$ cat src/rtl/instr_rom_responder.sv
// ---------------------------------------------------------------------------
// instr_rom_responder
//
// Responder side of the instruction-fetch interface. Accepts one fetch at a
// time, reads the 32-bit instruction word from a synchronous ROM (1-cycle
// read latency), optionally stretches the response by WAIT_CYCLES cycles and
// flags misaligned or out-of-range addresses with an error response.
//
// Ports:
//   clk         system clock, all state changes on its rising edge
//   resetn      synchronous active-low reset
//   req_valid   fetch request valid
//   req_ready   responder can accept a request (IDLE only)
//   req_addr    fetch byte address, sampled only at accept
//   resp_valid  response valid
//   resp_ready  requester accepts the response
//   resp_data   instruction word (0 on an error response)
//   resp_err    misaligned or out-of-range request
//   rom_addr    registered word address to the ROM
//   rom_data    ROM read data, valid the cycle after rom_addr is sampled
// ---------------------------------------------------------------------------
module instr_rom_responder #(
  parameter int ADDR_W      = 32,
  parameter int ROM_AW      = 10,
  parameter int WAIT_CYCLES = 1
) (
  input  logic              clk,
  input  logic              resetn,
  input  logic              req_valid,
  output logic              req_ready,
  input  logic [ADDR_W-1:0] req_addr,
  output logic              resp_valid,
  input  logic              resp_ready,
  output logic [31:0]       resp_data,
  output logic              resp_err,
  output logic [ROM_AW-1:0] rom_addr,
  input  logic [31:0]       rom_data
);

  typedef enum logic [2:0] {
    S_IDLE,
    S_READ,
    S_LATCH,
    S_WAIT,
    S_RESP
  } state_t;

  // Counter preload: WAIT lasts WAIT_CYCLES cycles, counting down to zero.
  localparam logic [3:0] WAIT_LOAD = 4'((WAIT_CYCLES > 0) ? (WAIT_CYCLES - 1) : 0);

  state_t              state_q, state_d;
  logic [ROM_AW-1:0]   rom_addr_q, rom_addr_d;
  logic [31:0]         resp_data_q, resp_data_d;
  logic                resp_err_q, resp_err_d;
  logic [3:0]          cnt_q, cnt_d;
  logic                addr_bad;

  // Illegal when not word aligned or when any bit above the ROM window is set.
  assign addr_bad = (req_addr[1:0] != 2'b00) ||
                    ((req_addr >> (ROM_AW + 2)) != '0);

  always_comb begin
    state_d     = state_q;
    rom_addr_d  = rom_addr_q;
    resp_data_d = resp_data_q;
    resp_err_d  = resp_err_q;
    cnt_d       = cnt_q;

    case (state_q)
      S_IDLE: begin
        if (req_valid) begin
          if (addr_bad) begin
            // Error skips the ROM entirely; rom_addr keeps its old value.
            resp_data_d = 32'd0;
            resp_err_d  = 1'b1;
            state_d     = S_RESP;
          end else begin
            rom_addr_d = req_addr[ROM_AW+1:2];
            state_d    = S_READ;
          end
        end
      end
      // ROM samples rom_addr at the end of this cycle.
      S_READ: state_d = S_LATCH;
      S_LATCH: begin
        resp_data_d = rom_data;
        resp_err_d  = 1'b0;
        if (WAIT_CYCLES == 0) begin
          state_d = S_RESP;
        end else begin
          cnt_d   = WAIT_LOAD;
          state_d = S_WAIT;
        end
      end
      S_WAIT: begin
        if (cnt_q == 4'd0) begin
          state_d = S_RESP;
        end else begin
          cnt_d = cnt_q - 4'd1;
        end
      end
      S_RESP: begin
        if (resp_ready) begin
          state_d = S_IDLE;
        end
      end
      default: state_d = S_IDLE;
    endcase
  end

  always_ff @(posedge clk) begin
    if (!resetn) begin
      state_q     <= S_IDLE;
      rom_addr_q  <= '0;
      resp_data_q <= 32'd0;
      resp_err_q  <= 1'b0;
      cnt_q       <= 4'd0;
    end else begin
      state_q     <= state_d;
      rom_addr_q  <= rom_addr_d;
      resp_data_q <= resp_data_d;
      resp_err_q  <= resp_err_d;
      cnt_q       <= cnt_d;
    end
  end

  // Ready only in IDLE, which forces a one-cycle bubble after each response.
  assign req_ready  = resetn && (state_q == S_IDLE);
  assign resp_valid = (state_q == S_RESP);
  assign resp_data  = resp_data_q;
  assign resp_err   = resp_err_q;
  assign rom_addr   = rom_addr_q;

endmodule

$ cat config.mk
export PLATFORM = sky130hd
export DESIGN_NAME = instr_rom_responder
export DESIGN_NICKNAME = d
export VERILOG_FILES = /design/src/rtl/instr_rom_responder.sv
export SDC_FILE = /design/constraint.sdc
export NUM_CORES = 1
export LEC_CHECK = 0
export ABC_AREA = 1
export CAP_MARGIN = 20
export CORE_MARGIN = 2
export CORE_UTILIZATION = 44
export CTS_CLUSTER_DIAMETER = 200
export DETAILED_ROUTE_END_ITERATION = 16
export GPL_TIMING_DRIVEN = 0
export PLACE_DENSITY = 0.85
export SYNTH_ARGS = -nofsm -noshare
export SYNTH_HDL_FRONTEND = slang
export SYNTH_SLANG_ARGS = --single-unit
$ cat constraint.sdc
create_clock -name clk -period 3.67 [get_ports clk]
set_clock_uncertainty 0.2 [all_clocks]
set_input_delay 0.367 -clock clk [delete_from_list [all_inputs] [get_ports clk]]
set_output_delay 0.367 -clock clk [all_outputs]
set_load 0.02 [all_outputs]
==> impl_metrics.ini, run 1 <==
[yosys]
yosys_most_used_dff = dfxtp_1
synth_compound_area_share_pct = 16.1
synth_largest_area_cell = dfxtp_1
synthesis.instances = 263
synth.most_common_cell = dfxtp_1
muxShareOfSynthArea_pct = 0
ys_types = 30
yosys_register_bits = 50
synth.avg_cell_area_um2 = 9.08
synth_edf_count = 0
ys_top_cells_by_count = dfxtp_1 (50), nand2_1 (47), nand2_4 (31), a21oi_2 (29), nor2_1 (29)
yosysSeqAreaShare_pct = 41.9
yosys_warnings = 0
syn_nets = 332
synth_simple_gate_area_share_pct = 35.3
synthTopCellsByArea = dfxtp_1 (42%), nand2_4 (15%), a21oi_2 (11%), nand2_1 (7.4%), nor2_1 (4.6%)
synth_top_family_by_area = simple AND/OR/NAND/NOR gates
synth_xor_area_share_pct = 0
syn_area_um2 = 2390
synth_top_area_share_pct = 41.9
synth_fa_ha_area_share_pct = 0.524
async_reset_ff_share_pct = 0

[placed_design]
hpwl_um = 4570
portBuffers = 112
dpl_cell_area_um2 = 3600
gp_congestion = 0.843

[critical_path]
regToRegSetupSlack_ns = 1.93
worst_ep_required_time_ns = 3.10
critical_path_class = input pin to primary output
crit_path_end_kind = primary output
worstPathMaxFanout = 10
cp.arrival_ns = 2.37
worstSetupStartpointType = input pin

[die]
core_area_um2 = 5170
fp.dieH_um = 77.7
io-pin-count = 113
die_area_um2 = 6030
die_x_um = 77.7
start_util_pct = 46.2
std_cell_rows = 26

[pwr]
powerDensity_nw_per_um2 = 293
clkPwrFrac_pct = 28.5
p_sw_mw = 0.287
p_comb_share_pct = 20.5
p_leak_nw = 1.41
intPower_mw = 0.790
p_sw_share_pct = 26.6
p_seq_share_pct = 51.0
peakVddDrop_mv = 0.172

[global_route]
grtUsageTotal_pct = 20.0
grt_max_degree = 15
grt_pass1_wl_um = 9760
grt_pass1_vias = 2105
grt-ovfl-total = 0
antenna_found_initial = 0

[clocking]
path_clk_slew_ns = 0.08
numCtsBuffers = 5
clock_latency_ns = 0.30
cts-hold-fix-buffers = 0
cts-htree-levels = 2
postCtsSetupBuffers = 0
cts_buffer_depth = 2
cts_tree = built
cts.sinks = 50
postCtsResizedCells = 0
clock-root-buffer = clkbuf_8

[final_layout]
layout.nets = 451
fillers = 404
drive_gt1_share_pct = 21.5
stdcell_area_um2 = 3680
diodes = 0
area_delta_synth_final_pct = 54.0

[timing]
period_needed_ns = 2.93
tightest_slew_ns = 0.695
finalSetupViolCount = 0
slew_violations = 0
slew-limit-headroom_pct = 53.7
fmax_ghz = 0.341
fin_crit_sh_pct = 79.9
finalSetupTns_ns = 0
hold_viol_final = 0
rsz0062_at_grt = false
worst_hold_slack_ns = 0.254

[route]
drc = 0
post_drt_via_cell_ratio = 4.74
firstDrtPassIters = 4
drtIter0Drc = 63
final_antenna_net_count = 0
wl_um = 5840
drt-wirelength-per-cell_um = 12.9
num_vias = 2144

[job]
maxCapViolations = 0

[run_status]
status = finished clean

[worst_hold_path]
hold_path_class = flip-flop to flip-flop
==> critical path, stage by stage <==
cell and delay (ns):
clkdlybuf4s50_1 0.56, clkinv_1 0.26, buf_1 0.36, nor2_1 0.18
clkdlybuf4s50_1 0.63
==> per-stage QoR <==
stage / cells / total power [mW] / utilization (%) / worst slack (ns)
floorplan: 263 / 0.686 / - / 1.92
global placement: 445 / 0.782 / 69.5 / 0.741
detailed placement: 445 / 0.784 / 69.5 / 0.711
CTS: 452 / 1.09 / 71.1 / 0.699
global route: 452 / 1.12 / 71.1 / 0.556
finish: 452 / 1.08 / 71.1 / 0.737
==> sequential cells by signal, indices dropped and copies added, names as in the netlist <==
signal     count
cnt_q          4
resp_data     32
resp_err       1
rom_addr      10
state_q        3
==> layer usage <==
metal | global-route usage, % | routed length [um] | vias up
met2 | 36.6 | 3010 | 71
met4 | 8.39 | 178 | 0
met3 | 3.95 | 279 | 13
li1 | - | - | 1097
met1 | 22.3 | 2370 | 963
met5 | 0 | 0 | -
==> final timing paths <==
path | start | endpoint | depth (start not counted)
worst min-delay path | resp_err | resp_err | 2
worst min register to register | resp_err | resp_err | 2
worst max-delay path | resetn | req_ready | 5
worst max register to register | state_q[0] | rom_addr[3] | 7
==> kinds of logic (layout without fill, tap and decap cells) <==
kind of cell | count (synthesis) | count (layout)
AND/OR/NAND/NOR | 132 | 132
AO/OA/AOI/OAI | 54 | 54
flip-flops | 50 | 50
buffers and inverters | 26 | 145
adder cells (fa/ha/maj) | 1 | 1
==> cell usage in the layout (no fill, tap or decap), types with 3 or more instances in the layout <==
| cell | netlist | routed |
|---|---|---|
| dfxtp_1 | 50 | 50 |
| nor2_1 | 29 | 29 |
| clkdlybuf4s50_1 | 0 | 112 |
| inv_1 | 9 | 9 |
| nor3_1 | 3 | 3 |
| nor4_1 | 10 | 10 |
| nand2_4 | 31 | 31 |
| clkbuf_8 | 0 | 5 |
| buf_12 | 3 | 3 |
| nand2_1 | 47 | 47 |
| inv_2 | 3 | 3 |
| clkbuf_1 | 8 | 9 |
| a21oi_2 | 29 | 29 |
| o21ai_1 | 11 | 11 |
| a21oi_1 | 9 | 9 |
==> final cells by class <==
class,count,area (um^2),share of cell area [%]
buffer,13,98.8,2.69
clock buffer,6,72.6,1.97
inverter,13,48.8,1.33
timing repair buffer,112,1120,30.5
multi-input combinational,187,1240,33.7
sequential,50,1000,27.2
tap,70,87.6,2.38
clock inverter,1,7.51,0.204
==> power groups by stage <==
| stage | sequential [mW] | combinational (mW) | clock (mW) |
|---|---|---|---|
| CTS | 0.550 | 0.222 | 0.315 |
| global route | 0.551 | 0.235 | 0.338 |
| detailed placement | 0.562 | 0.222 | 0 |
| finish | 0.549 | 0.220 | 0.307 |
| global placement | 0.562 | 0.220 | 0 |
| floorplan | 0.564 | 0.122 | 0 |
Note: power is estimated with default switching activity, not from simulation.
==> run 2: changes to the inputs <==
--- a/config.mk
+++ b/config.mk
@@ -8,11 +8,11 @@
 export ABC_AREA = 1
 export CAP_MARGIN = 20
 export CORE_MARGIN = 2
-export CORE_UTILIZATION = 44
+export CORE_UTILIZATION = 41
 export CTS_CLUSTER_DIAMETER = 200
 export DETAILED_ROUTE_END_ITERATION = 16
 export GPL_TIMING_DRIVEN = 0
-export PLACE_DENSITY = 0.85
+export PLACE_DENSITY = 0.8
 export SYNTH_ARGS = -nofsm -noshare
 export SYNTH_HDL_FRONTEND = slang
 export SYNTH_SLANG_ARGS = --single-unit
==> constraint.sdc (replaced) <==
create_clock -name clk -period 3.1 [get_ports clk]
set_clock_uncertainty 0.2 [all_clocks]
set_input_delay 0.31 -clock clk [delete_from_list [all_inputs] [get_ports clk]]
set_output_delay 0.31 -clock clk [all_outputs]
set_load 0.02 [all_outputs]
==> run 2 against run 1 <==
Effect of this change:
- count of clock-buffer cells in the layout is the same
- largest power group unchanged
- sequential cell count is the same
- core utilization shrank 5.1 points
- via count is essentially flat
- register-to-register slack lost 0.54 ns
- critical path type unchanged
- combinational power grew 19%
- worst hold slack gained 0.0023 ns
- sequential power grew 19%
- sequential share of layout area is essentially flat
- total power grew 18%
- wire length shrank 0.87%
==> impl_metrics.ini, run 2 (same netlist as run 1, synthesis figures left out) <==
[run_status]
status = finished clean

[final_layout]
drive_gt1_share_pct = 21.5
layout.nets = 451
fillers = 484
diodes = 0
layout.cells.most_common = clkdlybuf4s50_1
area_delta_synth_final_pct = 54.1
final_cell_mix = clkdlybuf4s50_1 (112), dfxtp_1 (50), nand2_1 (47), nand2_4 (31)
largest_reg_flops = 32
utilization_pct = 66.0

[pwr]
clkPwrFrac_pct = 28.2
p_leak_nw = 1.41
p_sw_mw = 0.334
intPower_mw = 0.935
p_seq_share_pct = 51.3
p_sw_share_pct = 26.3
powerDensity_nw_per_um2 = 345
peakVddDrop_mv = 0.243
power_mw = 1.27
p_comb_share_pct = 20.6

[global_route]
antenna_found_initial = 0
grtUsageTotal_pct = 19.1
grt_pass1_vias = 2166
grt-ovfl-total = 0
grt_max_degree = 15
grt_pass1_wl_um = 9670

[placed_design]
hpwl_um = 4490
portBuffers = 112
place_ws_ns = 0.257
gp_congestion = 0.786

[die]
fp.dieH_um = 80.3
die_area_um2 = 6450
die_x_um = 80.3
start_util_pct = 42.8
std_cell_rows = 27
io-pin-count = 113
core_area_um2 = 5570

[clocking]
cts-hold-fix-buffers = 0
postCtsResizedCells = 0
clock-root-buffer = clkbuf_8
postCtsSetupBuffers = 0
cts.sinks = 50
numCtsBuffers = 5
clock_latency_ns = 0.29
cts-htree-levels = 2
path_clk_slew_ns = 0.08
cts_buffer_depth = 2
cts_tree = built

[timing]
tightest_slew_ns = 0.689
hold_viol_final = 0
fin_ws_ns = 0.269
slew_violations = 0
finalSetupTns_ns = 0
fin_crit_sh_pct = 91.3
finalSetupViolCount = 0
slew-limit-headroom_pct = 54.1
fmax_ghz = 0.353
rsz0062_at_grt = false
period_needed_ns = 2.83

[critical_path]
crit_path_start = resetn
regToRegSetupSlack_ns = 1.39
worstPathMaxFanout = 10
worstSetupStartpointType = input pin
crit_path_end_kind = primary output
cp.arrival_ns = 2.32
critical_path_class = input pin to primary output
worst_ep_required_time_ns = 2.59
r2r_start = state_q[2]

[route]
drc = 0
wl_um = 5780
firstDrtPassIters = 4
num_vias = 2143
post_drt_via_cell_ratio = 4.72
drt-wirelength-per-cell_um = 12.7
drtIter0Drc = 54
final_antenna_net_count = 0

[worst_hold_path]
hold_path_class = flip-flop to flip-flop
holdCritStartpoint = resp_err

[job]
maxCapViolations = 0
-- run 2: stage by stage --
| stage | instances | area (um^2) | hold WS (ns) |
|---|---|---|---|
| 2_1_floorplan | 263 | 2390 | 0.237 |
| 3_3_place_gp | 447 | 3600 | 0.242 |
| 3_5_place_dp | 447 | 3600 | 0.251 |
| 4_1_cts | 454 | 3680 | 0.263 |
| 5_1_grt | 454 | 3680 | 0.290 |
| 6_report | 454 | 3680 | 0.257 |
-- run 2: power by group through the flow --
stage	Combinational [mW]	Clock [mW]	Sequential, mW
detailed placement	0.263	0	0.666
finish	0.261	0.357	0.651
global route	0.279	0.393	0.651
CTS	0.264	0.370	0.651
global placement	0.261	0	0.666
floorplan	0.145	0	0.667
-- run 2: layout make-up --
type | count | area, um^2 | share of cell area, %
Multi-Input combinational cell | 187 | 1240 | 33.7
Timing Repair Buffer | 112 | 1120 | 30.5
Sequential cell | 50 | 1000 | 27.2
Buffer | 13 | 98.8 | 2.69
Tap cell | 72 | 90.1 | 2.45
Clock buffer | 6 | 72.6 | 1.97
Inverter | 13 | 48.8 | 1.33
Clock inverter | 1 | 7.51 | 0.204
-- run 2: worst paths after layout --
| kind | depth (start not counted) | endpoint |
|---|---|---|
| worst max-delay path | 5 | req_ready |
| worst min-delay path | 2 | resp_err |
| worst max register to register | 4 | resp_data[25] |
| worst min register to register | 2 | resp_err |
-- run 2: routing by layer --
| layer | vias to the layer above | track usage (%) | part of all wire [%] |
|---|---|---|---|
| met5 | - | 0 | 0 |
| met4 | 0 | 7.29 | 2.2 |
| met3 | 9 | 4.49 | 4.6 |
| met2 | 57 | 33.8 | 51 |
| met1 | 981 | 22.2 | 42 |
| li1 | 1096 | - | - |
-- run 2: critical path, stage by stage --
cell             delay [ns]
clkdlybuf4s50_1        0.57
clkinv_1               0.27
buf_1                  0.37
nor2_1                 0.18
clkdlybuf4s50_1        0.62
==> run 3: changes to the inputs <==
--- a/config.mk
+++ b/config.mk
@@ -11,6 +11,7 @@
 export CORE_UTILIZATION = 41
 export CTS_CLUSTER_DIAMETER = 200
 export DETAILED_ROUTE_END_ITERATION = 16
+export GPL_ROUTABILITY_DRIVEN = 0
 export GPL_TIMING_DRIVEN = 0
 export PLACE_DENSITY = 0.8
 export SYNTH_ARGS = -nofsm -noshare
==> results of run 3 <==
No change in the layout: final DEF, timing and power equal those of run 2.
